==> config.mk <==
export PLATFORM = sky130hd
export DESIGN_NAME = pixel_block_collector
export DESIGN_NICKNAME = d
export VERILOG_FILES = /design/src/rtl/pixel_block_collector.sv
export SDC_FILE = /design/constraint.sdc
export NUM_CORES = 2
export LEC_CHECK = 0
export BUFFER_PORTS_ARGS = -buffer_cell sky130_fd_sc_hd__clkbuf_2
export CORE_MARGIN = 2
export CORE_UTILIZATION = 40
export DETAILED_ROUTE_END_ITERATION = 8
export SYNTH_ARGS = -nofsm -noshare
export SYNTH_HDL_FRONTEND = slang
export SYNTH_SLANG_ARGS = --single-unit
==> constraint.sdc <==
create_clock -name clock -period 65.5 [get_ports clock]
set_clock_uncertainty 0.15 [all_clocks]
set_input_delay 0 -clock clock [delete_from_list [all_inputs] [get_ports clock]]
set_output_delay 0 -clock clock [all_outputs]
set_load 0.01 [all_outputs]
==> src/rtl/pixel_block_collector.sv <==
// pixel_block_collector: serial-to-block front end of the JPEG encoder.
// Collects 64 raster-order pixels into an 8x8 block held in one of two
// ping-pong banks and presents the finished block as a 512-bit word.
// Pixel k of the block sits at block_data[511-8k -: 8], so pixel 0 is at the MSB.
// The optional macro PBC_LEVEL_SHIFT_EN stores each pixel as pix_in ^ 8'h80,
// which is the JPEG level shift from 0..255 to -128..127.

// One pixel position, holding that position's value for both banks.
module pbc_slot #(
  parameter int DATA_WIDTH = 8
) (
  input  logic                  clock,
  input  logic                  reset,
  input  logic                  wr_en,
  input  logic                  wr_bank,
  input  logic [DATA_WIDTH-1:0] wr_data,
  input  logic                  rd_bank,
  output logic [DATA_WIDTH-1:0] rd_data
);

  logic [1:0][DATA_WIDTH-1:0] mem;

  // Write the accepted pixel into the bank being filled. Contents survive flush.
  always_ff @(posedge clock or posedge reset) begin
    if (reset)      mem <= '0;
    else if (wr_en) mem[wr_bank] <= wr_data;
  end

  assign rd_data = mem[rd_bank];

endmodule

module pixel_block_collector #(
  parameter int DATA_WIDTH = 8,
  parameter int DEPTH      = 64
) (
  input  logic                        clock,
  input  logic                        reset,
  input  logic                        flush,
  input  logic [DATA_WIDTH-1:0]       pix_in,
  input  logic                        pix_valid,
  output logic                        pix_ready,
  output logic                        block_valid,
  input  logic                        block_ready,
  output logic [DATA_WIDTH*DEPTH-1:0] block_data,
  output logic [5:0]                  fill_count
);

  localparam logic [5:0] LAST_IDX = 6'(DEPTH - 1);

  logic [1:0] bank_full, bank_full_nxt;
  logic       wr_bank, rd_bank;
  logic       accept, consume, fill_done;
  logic [DATA_WIDTH-1:0] wr_data;
  logic [DEPTH-1:0][DATA_WIDTH-1:0] slot_q;

  // Status comes from registers only, so ready and valid never depend on inputs.
  assign pix_ready   = !bank_full[wr_bank];
  assign block_valid = bank_full[rd_bank];

  // Flush takes priority, so a pixel or a block offered in a flush cycle is dropped.
  assign accept    = pix_valid && pix_ready && !flush;
  assign consume   = block_valid && block_ready && !flush;
  assign fill_done = accept && (fill_count == LAST_IDX);

`ifdef PBC_LEVEL_SHIFT_EN
  assign wr_data = pix_in ^ {1'b1, {(DATA_WIDTH-1){1'b0}}};
`else
  assign wr_data = pix_in;
`endif

  // A completing fill and a consume always target different banks.
  // An empty write bank is required to accept, and a full read bank is
  // required to consume, so both updates can be applied in the same cycle.
  always_comb begin
    bank_full_nxt = bank_full;
    if (consume)   bank_full_nxt[rd_bank] = 1'b0;
    if (fill_done) bank_full_nxt[wr_bank] = 1'b1;
  end

  // Bank bookkeeping: fill pointer, write/read bank select and full flags.
  always_ff @(posedge clock or posedge reset) begin
    if (reset) begin
      bank_full  <= 2'b00;
      wr_bank    <= 1'b0;
      rd_bank    <= 1'b0;
      fill_count <= '0;
    end else if (flush) begin
      bank_full  <= 2'b00;
      wr_bank    <= 1'b0;
      rd_bank    <= 1'b0;
      fill_count <= '0;
    end else begin
      bank_full <= bank_full_nxt;
      // fill_count wraps from 63 to 0 on the pixel that completes a block.
      if (accept)    fill_count <= fill_count + 6'd1;
      if (fill_done) wr_bank    <= ~wr_bank;
      if (consume)   rd_bank    <= ~rd_bank;
    end
  end

  // One storage slot per pixel position, packed MSB-first onto block_data.
  for (genvar k = 0; k < DEPTH; k++) begin : g_slot
    logic wr_en;
    assign wr_en = accept && (fill_count == 6'(k));

    pbc_slot #(.DATA_WIDTH(DATA_WIDTH)) u_slot (
      .clock   (clock),
      .reset   (reset),
      .wr_en   (wr_en),
      .wr_bank (wr_bank),
      .wr_data (wr_data),
      .rd_bank (rd_bank),
      .rd_data (slot_q[k])
    );

    assign block_data[(DEPTH-1-k)*DATA_WIDTH +: DATA_WIDTH] = slot_q[k];
  end

endmodule

==> flow_summary.toml <==
[outcome]
status = "complete, no violations"

[critical_path]
ff2ff_path_depth = 6
cp_slowest_cell = "dfrtp_4"
r2r_start = "fill_count[1]"
worstSetupEndpointType = "output port"
crit_buf_inv = 5
slowest_delay_ns = 0.98
crit_path_max_fanout = 69
start_kind = "flip-flop"
cp.required_ns = 65.35
arrival_ns = 5.44
crit_family = "buffers and inverters"
cp_num_cells = 6
critPathKind = "reg2out"
crit_chain = "buf_4 -> buf_4 -> buf_4 -> buf_4 -> mux2_2 -> clkbuf_2"
crit_start = "rd_bank"
rrSetupSlack_ns = 62.25
crit_path_frequent_cell = "buf_4"

[layout]
fin_nets = 3490
area_growth_pct = 17.47
drive_gt1_frac = 0.6541
fin_util = 0.4750

[clock_tree]
postCtsHoldBufs = 14
cts.clk_slew.worst_paths_ns = 0.06
cts_root_buf = "clkbuf_16"
cts_resized = 0
cts_setup_buffers = 0
tritoncts = "yes"
clock_latency_ns = 0.69
cts_buffers = 109
clock_path_buffers = 3
cts.sinks = 1034
h-tree-depth = 3

[hold_path]
hp-start = "pix_in[3]"
worst_hold_path_type = "in2reg"
whs_path_depth = 2

[timing]
finalMaxSlewViolations = 0
finalCritPeriodShare = 0.08531
hold_viol = 0
max_slew.worst_pin.slew_ns = 1.136
rsz0062_at_grt = "no"
relSlewSlack = 0.2427
setup_viol = 0
fin_tns_setup_ns = 0
period_minus_slack_ns = 5.587
max_clock_freq_ghz = 0.1790

[power_and_ir_drop]
power.share.combinational = 0.049
internal_power_mw = 1.054
switchingPower_mw = 0.3087
power_mw = 1.363
switching_share = 0.2265
p_per_area_nw_per_um2 = 25.47
p_leak_nw = 27.96
pwr-share-seq = 0.478
vdd_ir_drop_max_mv = 0.02176
pwr-share-clk = 0.473

[place]
numPortBuffers = 532
gp_congestion = 0.7746
dp_hpwl_mm = 85.60

[grt]
grt_pass1_wl_mm = 194.6
first_global_vias = 28120
grt_max_degree = 155
grt-ovfl-total = 0
grt_usage = 0.2235
antenna_found_initial = 1

[detailed_routing]
drtIter0Drc = 1303
vias = 26980
wl_mm = 131.8
via_per_inst = 5.333
drc = 0
antenna_left = 0
drtPass1Iterations = 5
routedWlPerCell_um = 26.06

[yosys]
synth_cell_type_count = 38
synthTopCellsByArea = "dfrtp_1, mux2_2, clkbuf_1"
synthCells = 3004
yosys.area.top_type = "dfrtp_1"
synth_area_um2 = 45550
synth_top_area_frac = 0.5680
syn_nets = 3021
ys.warnings.count = 0
ys_seq_area_frac = 0.5680
ys_seq_elements = 1034
synth.avg_cell_area_um2 = 15.16

[run]
maxCapViolCount = 0

[die]
core_area_um2 = 112700
die_w_um = 341.5
ios = 533
fp.dieH_um = 341.5
fp.dieArea_um2 = 116600
rows = 123
initial_core_util = 0.4044
==> logic make-up (layout without fill, tap and decap cells) <==
| kind of cell | Yosys count | count (layout) | synth area share |
|---|---|---|---|
| AO/OA/AOI/OAI | 18 | 18 | 0.002472 |
| adder cells (fa/ha/maj) | 4 | 4 | 0.001099 |
| buffers and inverters | 234 | 786 | 0.02024 |
| flip-flops | 1034 | 1034 | 0.5680 |
| multiplexers | 1539 | 1539 | 0.3811 |
| other | 0 | 2 | 0 |
| AND/OR/NAND/NOR | 175 | 175 | 0.02711 |
==> cell usage in the layout, fill, tap and decap left out, types with 3 or more instances in the layout <==
| master | n |
|---|---|
| mux2_2 | 1531 |
| and3b_1 | 8 |
| nor3_4 | 11 |
| ha_1 | 4 |
| or4_1 | 3 |
| nor3_2 | 12 |
| bufinv_16 | 11 |
| dlygate4sd3_1 | 14 |
| clkbuf_2 | 524 |
| nand3b_1 | 8 |
| dfrtp_1 | 1033 |
| buf_12 | 3 |
| clkbuf_8 | 26 |
| clkbuf_16 | 113 |
| nand3_1 | 104 |
| mux2_4 | 8 |
| buf_4 | 44 |
| clkinv_2 | 14 |
| o31ai_1 | 3 |
| and3_1 | 4 |
| nor3b_2 | 10 |
| o21ai_0 | 3 |
| a21oi_1 | 8 |
| inv_1 | 6 |
| clkbuf_1 | 24 |
==> per-layer routing <==
metal | GRT usage | vias up | part of all wire
li1 | - | 11770 | -
met1 | 0.3003 | 14440 | 0.44
met2 | 0.3662 | 590 | 0.48
met3 | 0.03828 | 185 | 0.040
met4 | 0.07590 | 0 | 0.035
met5 | 0 | - | 0
==> synthesized netlist by cell type (all sizes together) <==
cell     instances
mux2          1539
dfrtp         1034
clkbuf         202
nand3          104
buf             25
nor3            23
nor3b           12
a21oi            8
and3b            8
nand3b           8
inv              7
and3             4
ha               4
nor2b            3
o21ai            3
o31ai            3
or4              3
nor2             2
a21boi           1
a311oi           1
a31o             1
nand2            1
nand4            1
nand4bb          1
nor4             1
nor4b            1
nor4bb           1
o21ba            1
or3              1
or4b             1
==> layout make-up <==
type                            instances  area [µm²]
Antenna cell                            2       5.005
Tap cell                             1500        1877
Sequential cell                      1034       25880
Clock inverter                         31       465.4
Timing Repair Buffer                  585        3153
Inverter                                7       33.78
Fill cell                           10110       59140
Multi-Input combinational cell       1736       18830
Clock buffer                          163        3276
==> final timing paths <==
check | end
min in group asynchronous | g_slot[54].u_slot.mem[11]
hold reg to reg | g_slot[4].u_slot.mem[13]
setup reg to reg | g_slot[49].u_slot.mem[6]
max in group asynchronous | g_slot[33].u_slot.mem[3]
setup / recovery | block_data[297]
hold / removal | g_slot[50].u_slot.mem[11]
==> sequential cells by signal, summed over array words and instances (netlist names) <==
register and flops:
wr_bank 1, bank_full 2, g_slot.u_slot.mem 1024, fill_count 6, rd_bank 1
==> power by group through the flow <==
stage,registers [mW],clock network (mW),logic [mW]
4_1_cts,0.652,0.659,0.0690
3_5_place_dp,0.663,0,0.0680
5_1_grt,0.652,0.685,0.0726
3_3_place_gp,0.663,0,0.0679
2_1_floorplan,0.663,0,0.0388
6_report,0.652,0.645,0.0665
==> stage by stage <==
| stage | setup WS, ns | hold WS [ns] | cell area, µm² | std cells |
|---|---|---|---|---|
| final | 59.91 | 0.003795 | 53520 | 5058 |
| after global routing | 59.65 | 0.02289 | 53510 | 5056 |
| after CTS | 59.85 | 0.004458 | 53510 | 5056 |
| after detailed placement | 60.62 | 0.09526 | 49630 | 4848 |
| after global placement | 60.65 | 0.09224 | 49630 | 4848 |
| after floorplan | 36.25 | -0.03533 | 45550 | 3004 |
(Power assumes the default switching activity.)
